--- src/rtl/sd_demod.sv ---
// sd_demod: 2nd-order CIC decoder that turns a 1-bit sigma-delta stream into 8-bit samples behind an Avalon-MM read port.
// Define ZCROSS_EN to add rising-crossing tone-period measurement on word address 1.
module sd_demod #(
  parameter int DEC_LOG2 = 4
`ifdef ZCROSS_EN
  ,parameter int PER_WIDTH = 16
`endif
) (
  input  logic        clk,
  input  logic        clr_n,
  input  logic        din,
  input  logic        rd_n,
  input  logic        addr,
  output logic [31:0] rd_data
);

  localparam int W     = 2 * DEC_LOG2 + 1;
  localparam int SHIFT = 2 * DEC_LOG2 - 8;
  localparam logic [DEC_LOG2-1:0] DCNT_ONE  = {{(DEC_LOG2-1){1'b0}}, 1'b1};
  localparam logic [DEC_LOG2-1:0] DCNT_LAST = {DEC_LOG2{1'b1}};
  localparam logic [1:0]          WARM_DONE = 2'd2;

  // Full-scale input gives DECIM**2, one count past the 8-bit range, so clamp.
  function automatic logic [7:0] sat8(input logic [W-1:0] c);
    logic [W-1:0] s;
    s = c >> SHIFT;
    if (|s[W-1:8]) begin
      sat8 = 8'hFF;
    end else begin
      sat8 = s[7:0];
    end
  endfunction

  logic [W-1:0]        int1_q, int1_d, int2_q, int2_d, int2_dly_q, int2_dly_d;
  logic [W-1:0]        c1_q, c1_d, c1_dly_q, c1_dly_d, c2_q, c2_d;
  logic [DEC_LOG2-1:0] dcnt_q, dcnt_d;
  logic                load_q, load_d;
  logic [1:0]          warm_q, warm_d;
  logic [7:0]          sample_q, sample_d;
  logic                valid_q, valid_d, ovr_q, ovr_d;
  logic [31:0]         rd_data_q, rd_data_d;

  logic                tick;
  logic                rd0;
  logic                post_load;
  logic [7:0]          new_sample;
  logic [W-1:0]        din_ext;
  logic [31:0]         status_word;
  logic [31:0]         period_word;

`ifdef ZCROSS_EN
  localparam logic [PER_WIDTH-1:0] PER_MAX  = {PER_WIDTH{1'b1}};
  localparam logic [PER_WIDTH-1:0] PER_ONE  = {{(PER_WIDTH-1){1'b0}}, 1'b1};
  localparam logic [PER_WIDTH-1:0] PER_ZERO = {PER_WIDTH{1'b0}};
  logic [PER_WIDTH-1:0] pcnt_q, pcnt_d, period_q, period_d;
  logic                 seen_q, seen_d;
  logic                 crossing;
`endif

  // CIC datapath: integrators every clock, combs once per decimation frame.
  always_comb begin
    din_ext  = {{(W-1){1'b0}}, din};
    int1_d   = int1_q + din_ext;
    int2_d   = int2_q + int1_q;
    dcnt_d   = dcnt_q + DCNT_ONE;
    tick     = (dcnt_q == DCNT_LAST);
    load_d   = tick;
    if (tick) begin
      c1_d       = int2_q - int2_dly_q;
      int2_dly_d = int2_q;
      c2_d       = c1_q - c1_dly_q;
      c1_dly_d   = c1_q;
    end else begin
      c1_d       = c1_q;
      int2_dly_d = int2_dly_q;
      c2_d       = c2_q;
      c1_dly_d   = c1_dly_q;
    end
  end

  // Sample capture, warm-up, status flags and the registered read port.
  always_comb begin
    new_sample  = sat8(c2_q);
    post_load   = load_q & (warm_q == WARM_DONE);
    rd0         = ~rd_n & ~addr;
    sample_d    = sample_q;
    warm_d      = warm_q;
    valid_d     = valid_q;
    ovr_d       = ovr_q;

    if (load_q) begin
      sample_d = new_sample;
    end else begin
      sample_d = sample_q;
    end

    if (load_q && (warm_q != WARM_DONE)) begin
      warm_d = warm_q + 2'd1;
    end else begin
      warm_d = warm_q;
    end

    // A read in the load cycle clears the flags first, so the fresh sample lands with ovr=0.
    if (rd0) begin
      valid_d = 1'b0;
      ovr_d   = 1'b0;
    end else begin
      valid_d = valid_q;
      ovr_d   = ovr_q;
    end
    if (post_load) begin
      valid_d = 1'b1;
      if (valid_q && !rd0) begin
        ovr_d = 1'b1;
      end else begin
        ovr_d = ovr_d;
      end
    end else begin
      valid_d = valid_d;
    end

    status_word = {valid_q, ovr_q, 22'b0, sample_q};
`ifdef ZCROSS_EN
    period_word = 32'(period_q);
`else
    period_word = 32'h0000_0000;
`endif

    if (!rd_n) begin
      rd_data_d = addr ? period_word : status_word;
    end else begin
      rd_data_d = rd_data_q;
    end
  end

`ifdef ZCROSS_EN
  // Period measurement in decimated samples between rising mid-scale crossings.
  always_comb begin
    crossing = post_load & ~sample_q[7] & new_sample[7];
    pcnt_d   = pcnt_q;
    period_d = period_q;
    seen_d   = seen_q;
    if (crossing) begin
      pcnt_d = PER_ZERO;
      seen_d = 1'b1;
      if (seen_q) begin
        period_d = (pcnt_q == PER_MAX) ? PER_MAX : pcnt_q + PER_ONE;
      end else begin
        period_d = period_q;
      end
    end else if (post_load) begin
      pcnt_d = (pcnt_q == PER_MAX) ? PER_MAX : pcnt_q + PER_ONE;
    end else begin
      pcnt_d = pcnt_q;
    end
  end
`endif

  // State registers with synchronous active-low clear.
  always_ff @(posedge clk) begin
    if (!clr_n) begin
      int1_q     <= {W{1'b0}};
      int2_q     <= {W{1'b0}};
      int2_dly_q <= {W{1'b0}};
      c1_q       <= {W{1'b0}};
      c1_dly_q   <= {W{1'b0}};
      c2_q       <= {W{1'b0}};
      dcnt_q     <= {DEC_LOG2{1'b0}};
      load_q     <= 1'b0;
      warm_q     <= 2'd0;
      sample_q   <= 8'h00;
      valid_q    <= 1'b0;
      ovr_q      <= 1'b0;
      rd_data_q  <= 32'h0000_0000;
`ifdef ZCROSS_EN
      pcnt_q     <= PER_ZERO;
      period_q   <= PER_ZERO;
      seen_q     <= 1'b0;
`endif
    end else begin
      int1_q     <= int1_d;
      int2_q     <= int2_d;
      int2_dly_q <= int2_dly_d;
      c1_q       <= c1_d;
      c1_dly_q   <= c1_dly_d;
      c2_q       <= c2_d;
      dcnt_q     <= dcnt_d;
      load_q     <= load_d;
      warm_q     <= warm_d;
      sample_q   <= sample_d;
      valid_q    <= valid_d;
      ovr_q      <= ovr_d;
      rd_data_q  <= rd_data_d;
`ifdef ZCROSS_EN
      pcnt_q     <= pcnt_d;
      period_q   <= period_d;
      seen_q     <= seen_d;
`endif
    end
  end

  assign rd_data = rd_data_q;

endmodule

--- config.mk ---
export PLATFORM = sky130hd
export DESIGN_NAME = sd_demod
export DESIGN_NICKNAME = d
export VERILOG_FILES = /design/src/rtl/sd_demod.sv
export SDC_FILE = /design/constraint.sdc
export NUM_CORES = 1
export LEC_CHECK = 0
export CAP_MARGIN = 0
export CORE_MARGIN = 3
export CORE_UTILIZATION = 62
export DETAILED_ROUTE_END_ITERATION = 12
export MAX_ROUTING_LAYER = met4
export PLACE_DENSITY = 0.9
export SETUP_SLACK_MARGIN = 0.15
export SKIP_LAST_GASP = 1
export SLEW_MARGIN = 10
export SYNTH_ARGS = -nofsm -noshare
export SYNTH_HDL_FRONTEND = slang
export SYNTH_SLANG_ARGS = --single-unit
--- constraint.sdc ---
create_clock -name clk -period 3.2 [get_ports clk]
set_input_delay 0.64 -clock clk [delete_from_list [all_inputs] [get_ports clk]]
set_output_delay 0.64 -clock clk [all_outputs]
set_load 0.05 [all_outputs]
# Word-level counts from Yosys, hierarchy flattened
# Cells that the tools add are included.
# totals
reg_bits	103
in_bits	5
out_inout_bits	32
# classes
add_sub_neg	6
n_eq_ne	3
mux	7
n_bitwise	4
reduce_logical	4
# op_table
op	n
32-bit 2-to-1 mux	1
9-bit subtractor	2
9-bit by 1-bit adder with 9-bit output	1
9-bit adder	1
8-bit 2-to-1 mux	1
1-bit 2-to-1 mux	5
4-bit by 1-bit adder with 4-bit output (second input constant)	1
4-bit equality test (second input constant)	1
2-bit by 1-bit adder with 2-bit output (second input constant)	1
1-bit AND	2
2-bit equality test (second input constant)	1
1-bit logical AND	2
2-bit != test (second input constant)	1
1-bit NOT	2
2-bit nonzero test	1
1-bit logical NOT	1

# Longest topological paths before layout
# Gate-level depths: netlist of the first run.
# depth
ltp_word	6
mapped_depth	8
mapped_depth_nobuf	8

# Least setup slack after synthesis of the first run
# No wires, ideal clock.
# synth_timing
path_type	reg2reg
start	register int2_q[0]
end	register c1_q[8]
setup_ns	0.120
t_arrival_ns	1.671
slack_ns	1.409
stages_incl_launch_ff	9
cell_sequence	dfxtp_1 -> inv_1 -> ha_1 -> fa_1 -> nand2b_1 -> a21oi_1 -> o21ai_0 -> mux2_2 -> nand3_1
# synth_between
elab_chain_len	1
# synth_rtl
item	line	text
start, declared	34	logic [W-1:0] int1_q, int1_d, int2_q, int2_d, int2_dly_q, int2_dly_d;
start signal, assigned	163	int2_q <= {W{1'b0}};
start signal, assigned	182	int2_q <= int2_d;
9-bit subtractor	69	c1_d = int2_q - int2_dly_q;
end signal, assigned	165	c1_q <= {W{1'b0}};
end, declared	35	logic [W-1:0] c1_q, c1_d, c1_dly_q, c1_dly_d, c2_q, c2_d;
# Every way passes these cells.
# A chain may end at the register's enable or synchronous reset.

# Final worst setup path of the first run
# layout_timing
start	register rd_data_q[6], in the netlist rd_data[6]
end	output rd_data[6]
# layout_lines
item	line	text
start, declared	41	logic [31:0] rd_data_q, rd_data_d;
start signal, assigned	193	rd_data_q <= rd_data_d;
end, declared	14	output logic [31:0] rd_data
# No word-level cell between the ends.

==> results of run 1 <==
-- where the power goes --
part / switching (mW) / internal (mW)
sequential: 0.0115 / 1.02
combinational: 0.108 / 0.0313
clock: 0.396 / 0.311
total: 0.516 / 1.36
-- through the flow --
stage / hold slack [ns] / instance area (µm²)
finish: 0.458 / 4320
global route: 0.479 / 4320
CTS: 0.458 / 4320
detailed placement: 0.443 / 4130
global placement: 0.427 / 4130
floorplan: 0.418 / 4110
-- cells in the mapped netlist (2+ instances only) --
cell type | instances | area share
a211o_1 | 3 | 0.0065
a211oi_1 | 8 | 0.015
a21oi_1 | 46 | 0.057
and2_1 | 5 | 0.0078
and3_1 | 3 | 0.0047
buf_1 | 9 | 0.0084
buf_2 | 6 | 0.0075
buf_4 | 22 | 0.041
clkbuf_1 | 8 | 0.0075
dfxtp_1 | 81 | 0.40
fa_1 | 3 | 0.015
ha_1 | 28 | 0.087
inv_1 | 25 | 0.023
nand2_1 | 49 | 0.046
nand2b_1 | 7 | 0.011
nand3_1 | 22 | 0.027
nand4_1 | 2 | 0.0031
nand4b_1 | 3 | 0.0065
nor2_1 | 52 | 0.048
nor2b_1 | 5 | 0.0078
nor3_1 | 4 | 0.0050
nor3b_1 | 11 | 0.021
nor4_1 | 5 | 0.0078
o211ai_1 | 4 | 0.0075
o21a_1 | 3 | 0.0056
o21ai_0 | 20 | 0.025
o22ai_1 | 9 | 0.014
o31a_1 | 2 | 0.0044
or3_1 | 7 | 0.011
xnor2_1 | 8 | 0.017
xor2_1 | 9 | 0.020
-- logic make-up (layout without fill, tap and decap cells) --
kind of cell / Yosys count / after routing
xor gates and xnor gates: 17 / 17
adders and majority gates: 31 / 31
buffers and inverters: 70 / 62
other: 1 / 22
AOI/OAI and AO/OA: 105 / 105
DFF: 81 / 81
muxes: 1 / 1
and+or+nand+nor: 177 / 177
-- per-layer routing --
layer | track usage | wire, µm | vias up
li1 | - | - | 1627
met1 | 0.251 | 3320 | 1504
met2 | 0.391 | 3840 | 51
met3 | 0.0542 | 280 | 9
met4 | 0.0935 | 99 | 0
met5 | - | 0 | -
-- layout make-up --
type / count / area, µm² / share of cell area
timing repair buffer: 21 / 193 / 0.0446
multi-input combinational: 353 / 2130 / 0.493
inverter: 25 / 93.8 / 0.0217
clock buffer: 10 / 138 / 0.0319
sequential: 81 / 1620 / 0.375
tap: 75 / 93.8 / 0.0217
clock inverter: 6 / 50.0 / 0.0116
-- registers in the layout, summed over array words and instances, names as in the netlist, 4 cells and up --
signal	flops
c1_dly_q	9
c1_q	9
c2_q	9
dcnt_q	4
int1_q	9
int2_dly_q	9
int2_q	9
rd_data	10
sample_q	8
-- final timing paths --
path                            cells after the start        from    endpoint  slack, ns
worst min-delay path                                1   dcnt_q[0]   dcnt_q[0]       0.46
worst max register to register                      8   int2_q[0]     c1_q[8]       1.11
worst max-delay path                                1  rd_data[6]  rd_data[6]       1.05
worst min register to register                      1   dcnt_q[0]   dcnt_q[0]       0.46
-- cells in the final DEF, fill, tap and decap left out, drive strengths merged, types with 2 or more instances in the layout --
cell type	count
fa	3
inv	27
nor2b	5
clkinv	2
nor3	4
nand4	2
clkinvlp	2
nand4b	3
a21oi	46
o21ai	21
clkdlybuf4s50	14
nor3b	11
dfxtp	81
o211ai	4
and2	5
nor2	52
xor2	9
a21o	2
and3	3
xnor2	8
clkbuf	10
a211oi	9
conb	22
nand3	22
a211o	3
or3	7
buf	7
o31a	2
nand2b	7
nor4	5
o22ai	9
o21a	3
nand2	49
ha	28
==> impl_metrics.json, run 1 <==
{
  "gr-total-overflow": 0,
  "total_power_mw": 1.88,
  "syn_area_per_cell_um2": 8.34,
  "cts_made_buffers": 9,
  "clockBufferDepth": 2,
  "yosysUniqueCellTypes": 45,
  "drt-initial-drc-count": 192,
  "syn_to_final_growth_pct": 7.30,
  "finalNetCount": 527,
  "tightest_slew_ns": 0.703,
  "synth_edf_count": 0,
  "hold_path_class": "reg -> reg",
  "path_max_fanout": 2,
  "fin_util": 0.709,
  "cts_root_buf": "clkbuf_8",
  "num_rows": 28,
  "postCtsSetupBuffers": 0,
  "vdd_drop_max_v": 0.000410,
  "slew_headroom": 0.530,
  "drv_cap": 0,
  "endpoint_kind": "output port",
  "path_class": "reg -> out",
  "ys_seq_area_frac": 0.403,
  "final_antenna_net_count": 0,
  "fin_crit_ns": 2.15,
  "finalSetupTns_ns": 0,
  "power.density_mw_per_mm2": 434,
  "drc": 0,
  "ys_ff_latch": 81,
  "core_area_mm2": 0.00610,
  "layout_setup_ws_ns": 1.05,
  "leakagePower_nw": 1.69,
  "finalMaxSlewViolations": 0,
  "cts.sinks": 81,
  "synth_xor_area_frac": 0.0370,
  "syn-instance-count": 483,
  "gp_congestion": 0.763,
  "hold_viol": 0,
  "fillCellCount": 473,
  "cp_data_arrival_time_ns": 1.51,
  "clk_latency_ns": 0.36,
  "synth_ff_type": "dfxtp_1",
  "synth_area_mm2": 0.00403,
  "finalCritPeriodShare": 0.671,
  "grt_pass1_vias": 3079,
  "io_buffer_count": 14,
  "cts_hold_buf": 0,
  "rsz0062_at_grt": "no",
  "postCtsResizedCells": 0,
  "grt_max_degree": 41,
  "die-area_mm2": 0.00750,
  "synth-simple-area-share": 0.210,
  "worst_ep_required_time_ns": 2.56,
  "drive_gt1_frac": 0.0565,
  "synth-adder-area-share": 0.102,
  "routedWlPerCell_um": 13.2,
  "path_delay_family": "buffers and inverters",
  "synth_top_family_by_area": "simple AND/OR/NAND/NOR gates",
  "antenna_found_initial": 0,
  "async_reset_ff_frac": 0,
  "num_antenna_cells": 0,
  "cts_tree": "done",
  "ys_warn_count": 0,
  "dp_hpwl_mm": 5.32,
  "chipHeight_um": 86.6,
  "max_stage_delay_ns": 0.80,
  "outcome": "completed",
  "vias": 3191,
  "dp_slack_ns": 0.985,
  "timing.fmax_mhz": 466,
  "crit_chain": "clkdlybuf4s50_1",
  "vias_per_cell": 5.59,
  "synth_compound_area_frac": 0.157,
  "grt_pass1_wl_mm": 13.2,
  "synth_mux_area_frac": 0.00280,
  "h-tree-depth": 3,
  "grt_use_total": 0.227,
  "io_pins": 37,
  "path_buf_inv": 1,
  "finalSetupViolCount": 0,
  "fp.dieW_um": 86.6,
  "final_cells": 571,
  "clkSlewWorstSetupHoldPaths_ns": 0.09,
  "start_kind": "register",
  "cp_slowest_cell": "clkdlybuf4s50_1",
  "initial_core_util": 0.661,
  "place_inst": 555,
  "skew_ns": 0.00787,
  "wirelength_mm": 7.54,
  "firstDrtPassIters": 4
}
(Power assumes the default switching activity.)
==> run 2: changes to the inputs <==
Settings changed: CORE_UTILIZATION 62 to 52, PLACE_DENSITY 0.9 to 0.81.
Clock period 3.2 ns to 1.89 ns, I/O delays scaled along.
==> impl_metrics.json, run 2 (same netlist as run 1, synthesis figures left out) <==
{
  "outcome": "completed",
  "leakagePower_nw": 1.89,
  "swShare": 0.263,
  "initial_core_util": 0.546,
  "cp_data_arrival_time_ns": 1.99,
  "cts_made_buffers": 9,
  "firstDrtPassIters": 4,
  "antenna_found_initial": 0,
  "drv_cap": 0,
  "cts.sinks": 81,
  "layout_setup_ws_ns": 0.135,
  "worstHoldPathCells": 1,
  "p_comb_frac": 0.094,
  "routedWlPerCell_um": 13.1,
  "final_antenna_net_count": 0,
  "fp.dieW_um": 94.0,
  "final_area_mm2": 0.00477,
  "cp.depth": 7,
  "num_rows": 31,
  "chipHeight_um": 94.0,
  "clk_latency_ns": 0.35,
  "path_max_fanout": 3,
  "grt_max_degree": 25,
  "cts_root_buf": "clkbuf_8",
  "vdd_drop_max_v": 0.000697,
  "core_area_mm2": 0.00737,
  "drt-initial-drc-count": 149,
  "endpoint_kind": "register",
  "wirelength_mm": 8.03,
  "grt_pass1_vias": 3066,
  "intPower_mw": 2.37,
  "p_clk_frac": 0.364,
  "hold_path_class": "reg -> reg",
  "die-area_mm2": 0.00884,
  "clockBufferDepth": 2,
  "finalSetupViolCount": 0,
  "grt_pass1_wl_mm": 13.3,
  "skew_ns": 0.00634,
  "vias": 3308,
  "drc": 0,
  "syn_to_final_growth_pct": 18.6,
  "timing.fmax_mhz": 570,
  "hold_viol": 0,
  "cp_slowest_cell": "fa_2",
  "rsz0062_at_grt": "yes",
  "cts_hold_buf": 0,
  "h-tree-depth": 3,
  "path_buf_inv": 0,
  "grt_use_total": 0.192,
  "path_delay_family": "adder cells",
  "dp_slack_ns": -0.0366,
  "crit_chain": "ha_1 -> fa_2 -> a21oi_2 -> o211ai_1 -> o22ai_1 -> xnor2_1 -> nor2_1",
  "drive_gt1_frac": 0.189,
  "path_class": "reg -> reg",
  "start_kind": "register",
  "num_antenna_cells": 0,
  "dp_hpwl_mm": 5.53,
  "cts_tree": "done",
  "pwr-share-seq": 0.542,
  "worstRegToRegCells": 7,
  "fin_crit_ns": 1.76,
  "worst_ep_required_time_ns": 2.13,
  "dpl_cell_area_mm2": 0.00427,
  "clkSlewWorstSetupHoldPaths_ns": 0.08,
  "fin_util": 0.648,
  "max_stage_delay_ns": 0.37,
  "finalCritPeriodShare": 0.929,
  "gp_congestion": 0.869,
  "vias_per_cell": 5.40,
  "gr-total-overflow": 0,
  "finalNetCount": 545,
  "io_buffer_count": 14,
  "largest_register_ff_count": 10,
  "power.density_mw_per_mm2": 673,
  "finalMaxSlewViolations": 0,
  "p_sw_uw": 845,
  "io_pins": 37,
  "most-common-layout-cells": "dfxtp_1 (70), nor2_1 (52), nand2_1 (49)",
  "mostFrequentLayoutCell": "dfxtp_1"
}
==> run 2: layout make-up <==
type	count	area (µm²)
Clock inverter	5	38.8
Clock buffer	11	151
Fill cell	587	2600
Timing Repair Buffer	39	332
Inverter	25	93.8
Sequential cell	81	1640
Tap cell	99	124
Multi-Input combinational cell	353	2390
==> run 2: worst reg2reg max path: stages (launching register included) <==
cell	delay (ns)
dfxtp_1	0.33
ha_1	0.23
fa_2	0.37
a21oi_2	0.17
o211ai_1	0.16
o22ai_1	0.19
xnor2_1	0.14
nor2_1	0.05
==> run 2: what timing repair did <==
| item | 4_1_cts | 5_1_grt |
|---|---|---|
| cloned | 0 | 0 |
| setup buffers | 2 | 6 |
| pin swaps | 8 | 22 |
| resized for setup | 34 | 41 |
| setup endpoints to repair | 22 | 10 |
==> run 2: power groups by stage <==
stage / logic, mW / clock network (mW) / registers, mW
floorplan: 0.236 / 0 / 1.78
global placement: 0.250 / 0 / 1.78
detailed placement: 0.255 / 0 / 1.78
CTS: 0.269 / 1.20 / 1.74
global route: 0.330 / 1.28 / 1.74
finish: 0.301 / 1.17 / 1.74
==> run 2: final timing paths <==
kind | from | end | slack [ns]
max reg2reg | int1_q[0] | int2_q[8] | 0.13
min reg2reg | dcnt_q[0] | dcnt_q[0] | 0.45
min | dcnt_q[0] | dcnt_q[0] | 0.45
max | int1_q[0] | int2_q[8] | 0.13
==> run 2: metal layers <==
layer | routed length, µm | vias up | GRT usage
met5 | 0 | - | -
met4 | 152 | 0 | 0.0746
met3 | 268 | 17 | 0.0449
met2 | 4200 | 61 | 0.327
met1 | 3410 | 1549 | 0.219
li1 | - | 1681 | -
==> run 2: stage by stage <==
step	instances	power, mW	setup TNS [ns]	hold WS (ns)
floorplan	504	2.01	0	0.418
CTS	607	3.21	0	0.455
finish	613	3.21	0	0.454
global placement	589	2.03	0	0.430
global route	613	3.35	0	0.466
detailed placement	589	2.04	-0.0582	0.440
==> run 3: changes to the inputs <==
Settings changed: CORE_UTILIZATION 52 to 54, CTS_BUF_LIST from default to sky130_fd_sc_hd__clkbuf_8, PLACE_DENSITY 0.81 to 0.84.
==> impl_metrics.json, run 3 (same netlist as run 1, synthesis figures left out) <==
{
  "outcome": "completed",
  "cp_slowest_cell": "dfxtp_2",
  "clockBufferDepth": 2,
  "finalSetupViolCount": 0,
  "finalMaxSlewViolations": 0,
  "cts_hold_buf": 0,
  "mostFrequentLayoutCell": "dfxtp_1",
  "worstHoldPathCells": 1,
  "gp_congestion": 0.796,
  "p_clk_frac": 0.387,
  "hold_path_class": "reg -> reg",
  "syn_to_final_growth_pct": 18.6,
  "chipHeight_um": 92.4,
  "intPower_mw": 2.44,
  "num_antenna_cells": 0,
  "reg2reg_slack_ns": 0.11,
  "h-tree-depth": 3,
  "finalNetCount": 545,
  "most-common-layout-cells": "dfxtp_1 (69), nor2_1 (52), nand2_1 (49)",
  "routedWlPerCell_um": 14.7,
  "path_class": "reg -> reg",
  "vias_per_cell": 5.59,
  "path_max_fanout": 3,
  "finalCritPeriodShare": 0.943,
  "fin_crit_ns": 1.78,
  "core_area_mm2": 0.00702,
  "crit_chain": "inv_2 -> ha_4 -> fa_2 -> nand2b_4 -> a21oi_4 -> o21ai_2 -> mux2_2 -> nand3_1",
  "hold_viol": 0,
  "worst_ep_required_time_ns": 2.19,
  "cts_tree": "done",
  "leakagePower_nw": 1.89,
  "grt_max_degree": 43,
  "timing.fmax_mhz": 561,
  "grt_pass1_wl_mm": 13.5,
  "final_antenna_net_count": 0,
  "p_sw_uw": 907,
  "drt-initial-drc-count": 191,
  "rsz0062_at_grt": "yes",
  "skew_ns": 0.00929,
  "cts.sinks": 81,
  "power.density_mw_per_mm2": 700,
  "pwr-share-seq": 0.522,
  "wirelength_mm": 8.95,
  "worstRegToRegCells": 8,
  "clkSlewWorstSetupHoldPaths_ns": 0.09,
  "drv_cap": 0,
  "start_kind": "register",
  "cts_made_buffers": 9,
  "io_buffer_count": 14,
  "die-area_mm2": 0.00853,
  "fin_util": 0.681,
  "firstDrtPassIters": 4,
  "gr-total-overflow": 0,
  "layout_setup_ws_ns": 0.107,
  "grt_use_total": 0.199,
  "clk_latency_ns": 0.36,
  "p_comb_frac": 0.090,
  "max_stage_delay_ns": 0.37,
  "finalSetupTns_ns": 0,
  "vdd_drop_max_v": 0.000456,
  "swShare": 0.271,
  "drc": 0,
  "cp_data_arrival_time_ns": 2.08,
  "fin_hold_ws_ns": 0.458,
  "io_pins": 37,
  "grt_pass1_vias": 3054,
  "num_rows": 30,
  "drive_gt1_frac": 0.179,
  "endpoint_kind": "register",
  "dp_slack_ns": 0.0170,
  "antenna_found_initial": 0,
  "largest_register_ff_count": 10,
  "fp.dieW_um": 92.4,
  "initial_core_util": 0.574,
  "dp_hpwl_mm": 5.52,
  "vias": 3411,
  "cts_root_buf": "clkbuf_8"
}
run 3: changes by cell type in the layout (fill, tap and decap cells not counted), sizes merged:
cell,delta
clkbuf,-2
clkinvlp,-2
inv,+2
bufinv,+1
clkinv,+1
run 3: cell type report:
type / instances / area [µm²]
Fill cell: 540 / 2240
Clock buffer: 9 / 124
Sequential cell: 81 / 1650
Clock inverter: 7 / 76.3
Tap cell: 96 / 120
Timing Repair Buffer: 39 / 332
Inverter: 25 / 93.8
Multi-Input combinational cell: 353 / 2380
run 3: critical path, delay by kind of cell, from the launching register on:
family                   cells  cell delay [ns]
buffers and inverters        1             0.06
AO/OA/AOI/OAI                2             0.28
adder cells (fa/ha/maj)      2             0.51
AND/OR/NAND/NOR              2             0.24
multiplexers                 1             0.26
flip-flops                   1             0.37
run 3: through the flow:
step / cell area (µm²) / std cells / power [mW]
floorplan: 4130 / 504 / 2.01
global placement: 4250 / 583 / 2.03
detailed placement: 4250 / 583 / 2.03
CTS: 4530 / 600 / 3.33
global route: 4780 / 610 / 3.47
finish: 4780 / 610 / 3.34
run 3: power by group through the flow:
| stage | clock (mW) | combinational, mW | sequential [mW] |
|---|---|---|---|
| 5_1_grt | 1.39 | 0.328 | 1.75 |
| 4_1_cts | 1.32 | 0.266 | 1.74 |
| 3_5_place_dp | 0 | 0.252 | 1.78 |
| 2_1_floorplan | 0 | 0.236 | 1.78 |
| 6_report | 1.30 | 0.303 | 1.75 |
| 3_3_place_gp | 0 | 0.248 | 1.78 |
run 3: metal layers:
layer  share of wire  up-vias  track usage
li1                -     1677            -
met1            0.43     1598        0.233
met2            0.50      117        0.337
met3           0.058       19       0.0463
met4           0.018        0       0.0656
met5               0        -            -
run 3: final timing paths:
kind,endpoint,start
setup / recovery,c1_q[8],int2_q[0]
hold / removal,dcnt_q[0],dcnt_q[0]
setup reg to reg,c1_q[8],int2_q[0]
hold reg to reg,dcnt_q[0],dcnt_q[0]
run 3: repair_timing:
item | CTS | global route
resized for setup | 35 | 38
setup buffers | 1 | 10
pin swaps | 8 | 25
setup endpoints to repair | 21 | 28
